$ cat src/rtl/rca32_acc_pkg.sv
// rtl/rca32_acc_pkg.sv - shared constants and FSM encoding for the rca32 accumulator
package rca32_acc_pkg;

  localparam int ACC_W = 32;

  typedef enum logic [1:0] {
    ST_IDLE = 2'd0,
    ST_ACC  = 2'd1,
    ST_DONE = 2'd2
  } state_t;

endpackage

$ cat src/rtl/rca32_acc_if.sv
// rtl/rca32_acc_if.sv - control/stream bundle between operand source and accumulator
interface rca32_acc_if #(
  parameter int CNT_W = 8
);
  import rca32_acc_pkg::*;

  logic             start;
  logic [CNT_W-1:0] len;
  logic             in_valid;
  logic             in_ready;
  logic [ACC_W-1:0] din;
  logic             busy;
  logic             done;
  logic [ACC_W-1:0] acc;
  logic             carry;

  // operand source side
  modport master (
    output start, len, in_valid, din,
    input  in_ready, busy, done, acc, carry
  );

  // accumulator side
  modport slave (
    input  start, len, in_valid, din,
    output in_ready, busy, done, acc, carry
  );

endinterface

$ cat src/rtl/rca32_acc_rca32.sv
// rtl/rca32_acc_rca32.sv - purely combinational 32-bit ripple-carry adder
module rca32_acc_rca32
  import rca32_acc_pkg::*;
(
  input  logic [ACC_W-1:0] a,
  input  logic [ACC_W-1:0] b,
  input  logic             ci,
  output logic [ACC_W-1:0] s,
  output logic             co
);

  logic cy;

  // ripple the carry bit by bit; cy is a running temporary, not a feedback net
  always_comb begin
    cy = ci;
    s  = '0;
    for (int i = 0; i < ACC_W; i++) begin
      s[i] = a[i] ^ b[i] ^ cy;
      cy   = (a[i] & b[i]) | (cy & (a[i] ^ b[i]));
    end
    co = cy;
  end

endmodule

$ cat src/rtl/rca32_acc.sv
// rtl/rca32_acc.sv - streaming word accumulator built around one ripple-carry adder
module rca32_acc
  import rca32_acc_pkg::*;
#(
  parameter int CNT_W = 8
) (
  input  logic   clk,
  input  logic   reset_n,
  rca32_acc_if.slave bus
);

  state_t           state;
  state_t           state_nxt;
  logic [ACC_W-1:0] acc_q;
  logic             carry_q;
  logic [CNT_W-1:0] cnt_q;
  logic [ACC_W-1:0] sum;
  logic             sum_co;
  logic             xfer;
  logic             start_ok;

  // the adder always sees the running sum and the current word
  rca32_acc_rca32 u_rca32 (
    .a  (acc_q),
    .b  (bus.din),
    .ci (1'b0),
    .s  (sum),
    .co (sum_co)
  );

  assign start_ok = (state == ST_IDLE) && bus.start;
  assign xfer     = (state == ST_ACC) && bus.in_valid;

  // state register
  always_ff @(posedge clk or negedge reset_n) begin
    if (!reset_n) begin
      state <= ST_IDLE;
    end else begin
      state <= state_nxt;
    end
  end

  // next-state: empty sums skip straight to DONE, last accepted word ends ACC
  always_comb begin
    state_nxt = state;
    case (state)
      ST_IDLE: begin
        if (bus.start) begin
          state_nxt = (bus.len == '0) ? ST_DONE : ST_ACC;
        end
      end
      ST_ACC: begin
        if (bus.in_valid && (cnt_q == CNT_W'(1))) begin
          state_nxt = ST_DONE;
        end
      end
      ST_DONE: state_nxt = ST_IDLE;
      default: state_nxt = ST_IDLE;
    endcase
  end

  // outputs depend on state only, so in_ready never loops back through in_valid
  always_comb begin
    bus.in_ready = 1'b0;
    bus.busy     = 1'b0;
    bus.done     = 1'b0;
    case (state)
      ST_ACC: begin
        bus.in_ready = 1'b1;
        bus.busy     = 1'b1;
      end
      ST_DONE: bus.done = 1'b1;
      default: ;
    endcase
  end

  // datapath: clear and latch len on accepted start, accumulate on each transfer
  always_ff @(posedge clk or negedge reset_n) begin
    if (!reset_n) begin
      acc_q   <= '0;
      carry_q <= 1'b0;
      cnt_q   <= '0;
    end else if (start_ok) begin
      acc_q   <= '0;
      carry_q <= 1'b0;
      cnt_q   <= bus.len;
    end else if (xfer) begin
      acc_q   <= sum;
      carry_q <= carry_q | sum_co;
      cnt_q   <= cnt_q - CNT_W'(1);
    end
  end

  assign bus.acc   = acc_q;
  assign bus.carry = carry_q;

endmodule

$ cat src/flat_wrapper.sv
// flat-port wrapper written by rule: the top's interface ports become plain ports
module rca32_acc_flat import rca32_acc_pkg::*;
#(
  parameter int CNT_W = 8
)
  (clk, reset_n, bus_start, bus_len, bus_in_valid, bus_din, bus_in_ready, bus_busy, bus_done, bus_acc, bus_carry);
  rca32_acc_if #(.CNT_W(CNT_W)) bus_i ();
  input  logic clk;
  input  logic reset_n;
  input wire logic [$bits(bus_i.start)-1:0] bus_start;
  input wire logic [$bits(bus_i.len)-1:0] bus_len;
  input wire logic [$bits(bus_i.in_valid)-1:0] bus_in_valid;
  input wire logic [$bits(bus_i.din)-1:0] bus_din;
  output wire logic [$bits(bus_i.in_ready)-1:0] bus_in_ready;
  output wire logic [$bits(bus_i.busy)-1:0] bus_busy;
  output wire logic [$bits(bus_i.done)-1:0] bus_done;
  output wire logic [$bits(bus_i.acc)-1:0] bus_acc;
  output wire logic [$bits(bus_i.carry)-1:0] bus_carry;
  assign bus_i.start = bus_start;
  assign bus_i.len = bus_len;
  assign bus_i.in_valid = bus_in_valid;
  assign bus_i.din = bus_din;
  assign bus_in_ready = bus_i.in_ready;
  assign bus_busy = bus_i.busy;
  assign bus_done = bus_i.done;
  assign bus_acc = bus_i.acc;
  assign bus_carry = bus_i.carry;
  rca32_acc #(.CNT_W(CNT_W)) u_core (.clk(clk), .reset_n(reset_n), .bus(bus_i));
endmodule
$ cat config.mk
export PLATFORM = sky130hd
export DESIGN_NAME = rca32_acc_flat
export DESIGN_NICKNAME = d
export VERILOG_FILES = /design/src/rtl/rca32_acc_pkg.sv /design/src/rtl/rca32_acc_if.sv /design/src/rtl/rca32_acc_rca32.sv /design/src/rtl/rca32_acc.sv /design/src/flat_wrapper.sv
export SDC_FILE = /design/constraint.sdc
export NUM_CORES = 1
export LEC_CHECK = 0
export ABC_AREA = 1
export BUFFER_PORTS_ARGS = -buffer_cell sky130_fd_sc_hd__buf_2
export CORE_UTILIZATION = 47
export DETAILED_ROUTE_END_ITERATION = 12
export PLACE_DENSITY = 0.77
export SYNTH_ARGS = -nofsm -noshare
export SYNTH_HDL_FRONTEND = slang
export SYNTH_SLANG_ARGS = --single-unit
$ cat constraint.sdc
create_clock -name clk -period 10.9 [get_ports clk]
set_input_delay 0.545 -clock clk [delete_from_list [all_inputs] [get_ports clk]]
set_output_delay 0.545 -clock clk [all_outputs]
set_load 0.1 [all_outputs]
==> results of run 1 <==
final timing paths:
check,from,endpoint,cells after the start
max in group asynchronous,reset_n,u_core.bus.acc[0]$_DFFE_PN0P_,1
hold reg to reg,u_core.bus.carry$_DFFE_PN0P_,u_core.bus.carry$_DFFE_PN0P_,2
setup reg to reg,u_core.bus.acc[0]$_DFFE_PN0P_,u_core.bus.acc[31]$_DFFE_PN0P_,36
setup / recovery,u_core.bus.acc[0]$_DFFE_PN0P_,u_core.bus.acc[31]$_DFFE_PN0P_,36
min in group clk,bus_len[2],u_core.cnt_q[2]$_DFFE_PN0P_,3
hold / removal,reset_n,u_core.bus.acc[5]$_DFFE_PN0P_,1
state kept, by name (all words and copies together) (netlist names):
register	flops
u_core.bus.carry	1
u_core.state	2
u_core.cnt_q	8
u_core.bus.acc	32
cell usage in the layout, fill, tap and decap left out, drive strengths merged, types with 2 or more instances in the layout:
| cell type | instances |
|---|---|
| clkbuf | 7 |
| fa | 31 |
| buf | 81 |
| ha | 3 |
| o22ai | 27 |
| inv | 72 |
| o211ai | 3 |
| nor2 | 16 |
| nand3 | 6 |
| a21oi | 2 |
| dfrtp | 43 |
| nor3 | 2 |
| nand2 | 52 |
| o21ai | 7 |
| xor2 | 2 |
cell type report:
type | instances | area [um2] | share of cell area, %
Clock buffer | 7 | 76.3 | 2.29
Timing Repair Buffer | 81 | 410 | 12.3
Tap cell | 72 | 90.1 | 2.71
Clock inverter | 1 | 5.00 | 0.150
Sequential cell | 43 | 1080 | 32.6
Inverter | 72 | 270 | 8.12
Multi-Input combinational cell | 154 | 1390 | 41.8
critical path, delay by kind of cell, from the launching register on:
| kind | cells | cell delay [ps] |
|---|---|---|
| flops | 1 | 420 |
| buf+inv | 2 | 110 |
| simple gates | 2 | 120 |
| fa+ha+maj | 32 | 10430 |
cell families after synthesis:
logic type,Yosys count,share of synthesized area [%]
adder cells (fa/ha/maj),34,24.3
AO/OA/AOI/OAI,39,11.0
buffers and inverters,80,12.2
AND/OR/NAND/NOR,78,11.9
XOR/XNOR,3,0.969
flip-flops,43,39.7
per-stage QoR:
step                      hold WS (ps)  utilization, %  instances  cell area [um2]
after floorplan                    249               -        277             2800
after global placement             503            58.6        422             3240
after detailed placement           516            58.6        422             3240
after CTS                          442            60.0        430             3330
after global routing               485            60.1        430             3330
final                              402            60.1        430             3330
per-layer routing:
metal	global-route usage (%)	vias to the layer above	part of all wire, %
li1	-	1005	-
met1	26.4	968	45
met2	33.7	56	50
met3	2.59	9	3.6
met4	6.48	0	1.7
met5	0	-	0
timing repair:
item	CTS	global route
resized for setup	0	1
endpoints found under the setup margin	3	4
endpoints found under the hold margin	0	0
==> results.md, run 1 <==
- Of the post-synthesis cell area, the dominant cell type holds 39.7%.
- The overall overflow remaining after global route is 0.
- The synthesized instance count is 277.
- The post-route netlist has between 30% and 40% of its cells at a drive strength greater than 1.
- The most common cell in the netlist is sky130_fd_sc_hd__inv_1.
- The number of nets in the finished design is 435.
- The initial core utilization is 49.0%.
- The tree built by TritonCTS fans out to 43 sinks.
- The first global-routing pass estimated 9.34 mm of wire.
- The number of max-slew violations in the final report came to 0.
- The number of nets handed over by synthesis was 355.
- OpenSTA, run right after detailed placement, puts the worst setup slack at -554 ps.
- The filler cells instantiated in the layout total 513.
- The H-tree was split into 2 levels.
- The routed design has 5.34 mm of wire.
- The pin count of the biggest net entering global routing is between 40 and 50.
- The number of I/O pins is 80.
- Setup repair after global routing could not meet its margin everywhere.
- The number of setup violations in the final report is 3.
- In this run the core area contains 27 standard-cell rows.
- The accumulated negative setup slack is -611 ps.
- The worst path uses 103% of the clock period.
- The via count of the first global-routing pass came to 2033.
- The clock slew at the register clock pins of the worst setup and hold paths is 80 ps.
- The horizontal extent of the die is 78.0 um.
- The maximum clock frequency is ~89 MHz.
- The register-to-register path setup slack is -320 ps.
- TritonCTS built the clock tree.
- The floorplan step defined a die boundary enclosing ~0.0061 mm2.
- The antenna violation net count after detailed routing is 0.
- Post-CTS timing repair inserted 0 buffers for setup.
- The core outline area is 0.00554 mm2.
- The setup path with the least slack is of type flip-flop to flip-flop.
- The number of warning messages in the yosys log is 0.
- The count of TritonRoute iterations in the first routing pass is 4.
- The flow ran to the end, but the final reports show violations.
- Measured against its own limit, the worst slew margin works out to 37.1%.
- STA puts the critical path data arrival time at approximately 11000 ps.
- The largest fanout of any net on the critical path is 2.
- The final reports fail on setup timing.
- The worst setup path is launched from a flip-flop.
- STA classifies the critical path endpoint as a flip-flop.
- The aggregate global-route resource usage is 19.9%.
- The actual transition at the worst max-transition pin is about 940 ps.
- For this run, asynchronously set or reset flops after synthesis account for between 90% and 100%.
- Among the stages of the critical path, the cell type that occurs most often is sky130_fd_sc_hd__fa_2.
- In the synthesized netlist, the cells that appear most often are sky130_fd_sc_hd__inv_1 (70), sky130_fd_sc_hd__nand2_1 (49), sky130_fd_sc_hd__dfrtp_1 (43).
- The post-route minimum period is 11220 ps.
- Sorting the synthesized cells by area gives the leading types as sky130_fd_sc_hd__dfrtp_1 (40%), sky130_fd_sc_hd__fa_1 (23%), sky130_fd_sc_hd__inv_1 (9.7%).
- The number of design rule violations left after detail routing is 0.
- For this run, the leading register cell type out of synthesis is sky130_fd_sc_hd__dfrtp_1.
- The hold buffer count at cts is 0.
- The average instance in the mapped netlist occupies a little under 10 um2.
- The slowest stage of the critical path is the sky130_fd_sc_hd__dfrtp_4 cell.
- The layout-stage area growth over the synthesis result is 22.7%.
- The violation count after the first detailed-route iteration is 120.
- The count of endpoints failing hold in the final timing report came to 0.
- The clock insertion delay at the later pin of the skew report is 280 ps.
- The number of port buffers is 79.
- The TritonCTS buffer count is 5.
- The number of antenna violations at the first check in global routing came to 0.
- Across all setup checks in the final design, the least slack found is -321 ps.
- For this run, the slowest stage of the critical path takes 420 ps.
- The number of flops mapped to enable cells by yosys is 0.
- Summing over every cut layer, the via total after detailed routing is 2038.
- After detailed routing, the number of vias per cell comes to 4.74.
- The number of synthesized register bits is 43.
- The average routed wire per standard cell is 12.4 um.
- The height of the die is 78.0 um.
- The tool flagged a number of max-cap violations equal to 0.
- The routability congestion estimate from global placement is 0.858.
- The worst endpoint required time is 11080 ps.
- Counting distinct cell types in the post-synthesis netlist gives 24.
- The worst hold path class is primary input to asynchronous set/reset pin.
- Clock skew on the completed layout was measured at 4.13 ps.
- The CTS root buffer is sky130_fd_sc_hd__clkbuf_8.
- Detailed placement finished with a half-perimeter wire length of around 4.2 mm.
- 0 antenna diodes ended up in the layout.
- The sequential fraction of the synthesis area is 39.7%.
- The synthesized area is 0.00271 mm2.
- The synthesized design spends more area on one cell type than any other, namely sky130_fd_sc_hd__dfrtp_1.
- The clock tree buffer depth is 2.
Power of run 1 is not shown: default switching activity piles up to over one toggle a cycle in this logic, so the estimate is an artifact.
==> run 2, diff against run 1 <==
- CORE_UTILIZATION: 47 -> 30
- PLACE_DENSITY: 0.77 -> not set
==> run 2 against run 1 <==
The run still ends with setup timing left. Non-clock buffer count unchanged. Critical path depth unchanged. Sequential cell count unchanged. Cell count increased by 8.4%. Wire length increased by 6.5%. Register-to-register slack got worse by 50 ps. Die area increased by 55%. Clock-buffer cell count increased by 1.
==> results.md, run 2 (same netlist as run 1, synthesis figures left out) <==
- The run finished, with violations left.
- The final reports fail on setup timing.
- The largest fanout of any net on the critical path is 2 (unchanged).
- The aggregate global-route resource usage is 13.1% (-6.7 points).
- The core outline area was 0.00872 mm2 (+57%).
- The clock sink total was 43 (unchanged).
- The max-capacitance violation count is 0 (unchanged).
- The number of buffers and inverters on the critical path is 2 (unchanged).
- The critical path's top delay family is adder cells.
- The CTS root buffer is sky130_fd_sc_hd__clkbuf_8.
- The normalized max-slew margin is 33.7% (-3.4 points).
- By startpoint and endpoint, the worst setup path is classified as flip-flop to flip-flop.
- The post-CTS repair timing setup buffer count is 0 (unchanged).
- The total of fill cells in the finished design is 867 (+69%).
- The post-layout instance area is 0.00339 mm2 (+1.9%).
- The clock tree buffer depth is 2 (unchanged).
- The number of port buffers came to 79 (unchanged).
- The actual transition at the worst max-transition pin came to 994 ps (+50.7 ps).
- The worst endpoint required time is 11090 ps (about the same).
- The number of levels the H-tree was split into is 2 (unchanged).
- The number of flip-flops under the largest register name is 32 (unchanged).
- The antenna violation net count after detailed routing is 0 (unchanged).
- The number of I/O pins is 80 (unchanged).
- The pre-CTS worst setup slack came to -633 ps (-79.6 ps).
- The horizontal extent of the die is 97.1 um (+25%).
- The CTS tree is done.
- The maximum cell stage delay along the critical path is 430 ps (about the same).
- The layout-stage area growth over the synthesis result is 25.1%.
- The most common cell after layout, fill and taps aside is sky130_fd_sc_hd__buf_2.
- The average routed wire per standard cell is 12.2 um (-1.8%).
- The count of vias placed by the detailed router was 2025 (-0.64%).
- The routability congestion estimate from global placement is 0.794 (-7.5%).
- The cell type of the slowest stage on the worst timing path is sky130_fd_sc_hd__dfrtp_4.
- The number of max-slew violations in the final report is 0 (unchanged).
- The maximum clock frequency is 88.7 MHz (-0.46%).
- The period utilization came to 103% (+0.48 points).
- The share of cells above drive strength 1 was 38.8% (+0.28 points).
- The overall overflow remaining after global route is 0 (unchanged).
- The library cells used most frequently in the layout, excluding fill and tap cells, are sky130_fd_sc_hd__buf_2 (79), sky130_fd_sc_hd__inv_1 (69), sky130_fd_sc_hd__nand2_1 (49), sky130_fd_sc_hd__dfrtp_1 (40), sky130_fd_sc_hd__fa_2 (28).
- The number of nets in the finished design was 435 (unchanged).
- The arrival time of the worst setup path came to 11460 ps (+60 ps).
- Setup repair after global routing could not meet its margin everywhere.
- The number of rows created at floorplan came to 34 (+26%).
- The end-of-flow core utilization was 38.9% (-21 points).
- The number of vias per cell is 4.35 (-8.3%).
- The count of endpoints failing hold in the final timing report is 0 (unchanged).
- The height of the die is 97.1 um (+25%).
- The hold buffer count at cts is 0 (unchanged).
- The count of TritonRoute iterations in the first routing pass was 4 (unchanged).
- The via count of the first global-routing pass is 2155 (+6.0%).
- The number of diodes was 0 (unchanged).
- The worst hold path class is primary input to asynchronous set/reset pin.
- The number of antenna violations at the first check in global routing is 0 (unchanged).
- The number of setup violations in the final report is 4 (+1).
- The area of the die is 0.00943 mm2 (+55%).
- The violation count after the first detailed-route iteration came to 72 (-40%).
- The clock slew at the register clock pins of the worst setup and hold paths is 80 ps (about the same).
- The half-perimeter wire length of the detailed placement result is 4.32 mm (+3.7%).
- The TritonCTS buffer count was 5 (unchanged).
- The cell area after placement was 0.00329 mm2 (+1.4%).
- The dominant cell type by count on the critical path is sky130_fd_sc_hd__fa_2.
- The worst setup margin came to -373 ps (-52.0 ps).
- The pin count of the biggest net entering global routing is 44 (unchanged).
- The wire length of the first global-routing pass was 9.83 mm (+5.3%).
- The post-route minimum period is 11270 ps (+52.0 ps).
- The type of destination of the critical path is a flip-flop.
- The routed wire length is 5.69 mm (+6.5%).
- The initial core utilization is 31.1% (-18 points).
- The worst slack on hold paths is 413 ps (+10.5 ps).
- The number of design rule violations left after detail routing came to 0 (unchanged).
- The critical path startpoint category is a flip-flop.
- The clock insertion delay at the later pin of the skew report is 290 ps (about the same).
- The largest clock skew in the final design is 5.35 ps (+1.22 ps).
[run 2: cell types whose count changed in the layout (fill, tap and decap cells not counted)]
cell / delta
sky130_fd_sc_hd__clkbuf_1: -1
sky130_fd_sc_hd__clkinv_2: -1
sky130_fd_sc_hd__clkbuf_8: +2
[run 2: worst register-to-register path: cells and delay by family (launching register included)]
family	cells	cell delay, ps
AND/OR/NAND/NOR	2	120
flip-flops	1	430
buffers and inverters	2	110
adder cells (fa/ha/maj)	32	10470
[run 2: layout make-up]
class | count | area (um2) | share of cell area (%)
inverter | 72 | 270 | 7.96
sequential | 43 | 1080 | 32.0
tap | 108 | 135 | 3.98
clock buffer | 8 | 100 | 2.95
timing repair buffer | 81 | 410 | 12.1
multi-input combinational | 154 | 1390 | 41.0
[run 2: path summary, 6_finish.rpt]
path | endpoint | startpoint | depth (start not counted) | slack (ps)
setup / recovery | u_core.bus.acc[31]$_DFFE_PN0P_ | u_core.bus.acc[0]$_DFFE_PN0P_ | 36 | -370
hold / removal | u_core.bus.acc[31]$_DFFE_PN0P_ | reset_n | 1 | 410
setup reg to reg | u_core.bus.acc[31]$_DFFE_PN0P_ | u_core.bus.acc[0]$_DFFE_PN0P_ | 36 | -370
hold reg to reg | u_core.bus.carry$_DFFE_PN0P_ | u_core.bus.carry$_DFFE_PN0P_ | 2 | 530
max in group asynchronous | u_core.bus.acc[1]$_DFFE_PN0P_ | reset_n | 1 | 9760
min in group clk | u_core.cnt_q[0]$_DFFE_PN0P_ | bus_len[0] | 3 | 500
[run 2: routing by layer]
metal	up-vias	GRT usage, %	part of all wire [%]
li1	1000	-	-
met5	-	0	0
met1	972	17.5	45
met4	0	2.41	0.39
met2	51	21.2	49
met3	2	4.17	5.8
[run 2: what timing repair did]
| item | 4_1_cts | 5_1_grt |
|---|---|---|
| gates resized for setup | 0 | 1 |
| cloned | 0 | 0 |
| pin swaps | 0 | 0 |
| endpoints found under the hold margin | 0 | 0 |
| endpoints found under the setup margin | 4 | 4 |
[run 2: metrics by stage]
step	cells	setup TNS, ps
2_1_floorplan	277	-349
3_3_place_gp	458	-1210
3_5_place_dp	458	-1750
4_1_cts	466	-886
5_1_grt	466	-1840
6_report	466	-725
Power of run 2 is left out for the same reason.
==> run 3, diff against run 2 <==
- RECOVER_POWER: not set -> 50
==> run 3 against run 2 <==
Setup slack barely moved. Fmax barely moved. Critical endpoint unchanged. Highest routed layer unchanged. Global-route usage did not move. The flow finishes with violations (capacitance limit, slew limit, setup timing). Cell count did not move. Critical path depth did not move. Via count barely moved. First-iteration DRC count did not move. Sequential share of layout area rose by 0.18 points. Clock-buffer cell count did not move. Register-to-register slack barely moved. Largest cell class unchanged. Wire length rose by 0.16%.
==> results.md, run 3 (same netlist as run 1, synthesis figures left out) <==
- The CTS tree is done.
- The number of flip-flops under the largest register name is 32 (unchanged).
- The number of port buffers is 79 (unchanged).
- The actual transition at the worst max-transition pin is 2390 ps (+1390 ps).
- The overall overflow remaining after global route came to 0 (unchanged).
- The antenna violation net count after detailed routing is 0 (unchanged).
- The wire length of the first global-routing pass is 9.83 mm (unchanged).
- The post-route minimum period is 11270 ps (-0.390 ps).
- The number of max-slew violations in the final report was 44 (+44).
- The final cell count without fillers is 466 (unchanged).
- In this run the worst setup path begins at u_core.bus.acc[0]$_DFFE_PN0P_.
- The end-of-flow core utilization is 38.7% (-0.22 points).
- The clock insertion delay at the later pin of the skew report is 290 ps (about the same).
- The min-delay analysis places its worst path in the category primary input to flip-flop.
- The worst setup path is of the flip-flop to flip-flop kind.
- STA classifies the critical path endpoint as a flip-flop.
- The maximum clock frequency came to 88.7 MHz (about the same).
- The initial core utilization is 31.1% (unchanged).
- The launch point of the worst reg-to-reg path is u_core.bus.acc[0]$_DFFE_PN0P_.
- The routability congestion estimate from global placement came to 0.794 (unchanged).
- The number of rows created at floorplan is 34 (unchanged).
- The number of design rule violations left after detail routing is 0 (unchanged).
- The half-perimeter wire length of the detailed placement result came to 4.32 mm (unchanged).
- The layout-stage area growth over the synthesis result is 24.4%.
- The clock tree buffer depth is 2 (unchanged).
- The critical path ends at u_core.bus.acc[31]$_DFFE_PN0P_.
- The core outline area is 0.00872 mm2 (unchanged).
- The number of I/O pins is 80 (unchanged).
- For this design, the slowest cell found on the critical path is sky130_fd_sc_hd__dfrtp_4.
- The largest fanout of any net on the critical path is 2 (unchanged).
- The checks that failed: capacitance limit, slew limit, setup timing.
- The run finished, with violations left.
- The clock sink total is 43 (unchanged).
- The pin count of the biggest net entering global routing is 44 (unchanged).
- The dominant cell type by count on the critical path is sky130_fd_sc_hd__fa_2.
- Setup repair after global routing could not meet its margin everywhere.
- The violation count after the first detailed-route iteration is 72 (unchanged).
- The register-to-register path setup slack is -370 ps (about the same).
- The hold buffer count at cts came to 0 (unchanged).
- The launch instance of the worst min-delay path is bus_len[0].
- The worst setup margin was -372 ps (+0.390 ps).
- STA classifies the critical path startpoint as a flip-flop.
- The cell sitting at the root of the clock tree is a sky130_fd_sc_hd__clkbuf_8.
- The cell count after placement is 458 (unchanged).
- The number of levels the H-tree was split into is 2 (unchanged).
- The number of setup violations in the final report is 4 (unchanged).
- The worst endpoint required time came to 11090 ps (about the same).
- The number of antenna violations at the first check in global routing is 0 (unchanged).
- The normalized max-slew margin is -59.0% (-93 points).
- The via count of the first global-routing pass is 2155 (unchanged).
- The count of TritonRoute iterations in the first routing pass came to 4 (unchanged).
- The count of endpoints failing hold in the final timing report is 0 (unchanged).
- The horizontal extent of the die is 97.1 um (unchanged).
- The post-layout instance area is 0.00337 mm2 (-0.55%).
- The number of vias per cell was 4.35 (about the same).
- The top cell types in the final layout, fill and taps aside, are sky130_fd_sc_hd__inv_1 (69), sky130_fd_sc_hd__buf_2 (64), sky130_fd_sc_hd__nand2_1 (49), sky130_fd_sc_hd__dfrtp_1 (40), sky130_fd_sc_hd__fa_2 (28).
- The clock slew at the register clock pins of the worst setup and hold paths was 80 ps (about the same).
- The max-capacitance violation count was 1 (+1).
- The number of nets in the finished design is 435 (unchanged).
- The cell area after placement is 0.00329 mm2 (unchanged).
- The TritonCTS buffer count came to 5 (unchanged).
- The height of the die is 97.1 um (unchanged).
- The aggregate global-route resource usage is 13.1% (unchanged).
- The largest clock skew in the final design came to 5.28 ps (-0.0735 ps).
- The period utilization is 103% (about the same).
- The count of vias placed by the detailed router was 2026 (+0.049%).
- The area of the die was 0.00943 mm2 (unchanged).
- The arrival time of the worst setup path is 11460 ps (about the same).
- The share of cells above drive strength 1 came to 34.6% (-4.2 points).
- The number of diodes came to 0 (unchanged).
- The average routed wire per standard cell is 12.2 um (+0.16%).
- The total of fill cells in the finished design is 878 (+1.3%).
- The library cell used most frequently in the layout, excluding fill and tap cells, is sky130_fd_sc_hd__inv_1.
- The footprint of the multi-input gates is 0.00139 mm2 (unchanged).
- The sequential cell area is 0.00108 mm2 (unchanged).
- The maximum cell stage delay along the critical path is 430 ps (about the same).
- The routed wire length was 5.70 mm (+0.16%).
- The number of cells on the worst reg-to-reg path is 36 (unchanged).
- The end of the worst register-to-register path is u_core.bus.acc[31]$_DFFE_PN0P_.
==> run 3: worst min path at each step <==
stage                     depth (start not counted)                             end
after floorplan                                   0  u_core.bus.acc[10]$_DFFE_PN0P_
after global placement                            2    u_core.bus.carry$_DFFE_PN0P_
after detailed placement                          2    u_core.bus.carry$_DFFE_PN0P_
after CTS                                         1     u_core.cnt_q[5]$_DFFE_PN0P_
after global routing                              3     u_core.cnt_q[1]$_DFFE_PN0P_
final                                             3     u_core.cnt_q[0]$_DFFE_PN0P_
==> run 3: through the flow <==
stage               setup TNS, ps  setup slack [ps]  hold slack (ps)
floorplan                    -349              -260              249
global placement            -1210              -484              509
detailed placement          -1750              -633              512
CTS                          -886              -415              470
global route                -1840              -670              503
finish                       -724              -372              505
==> run 3: worst max-delay path: cells and delay by family (launching register included) <==
| family | cells | cell delay (ps) |
|---|---|---|
| and+or+nand+nor | 2 | 120 |
| buffers and inverters | 2 | 110 |
| adders and majority gates | 32 | 10460 |
| DFF | 1 | 430 |
==> run 3: what timing repair did <==
action / in CTS / in global routing
gates resized for setup: 0 / 1
endpoints found under the hold margin: 0 / 0
endpoints found under the setup margin: 4 / 4
buffers inserted: 0 / 0
pin swaps: 0 / 0
==> run 3: area by class of cell <==
class,instances,share of cell area [%]
timing repair buffer,81,11.6
inverter,72,8.01
multi-input combinational,154,41.3
tap,108,4.00
clock buffer,8,2.97
sequential,43,32.1
==> run 3: metal layers <==
metal	part of all wire, %	wire [um]	up-vias	GRT usage, %
met5	0	0	-	0
met4	0.39	22	0	2.41
met3	5.6	320	2	4.17
met2	49	2780	49	21.2
met1	45	2570	976	17.5
li1	-	-	999	-
Power of run 3 is left out for the same reason.
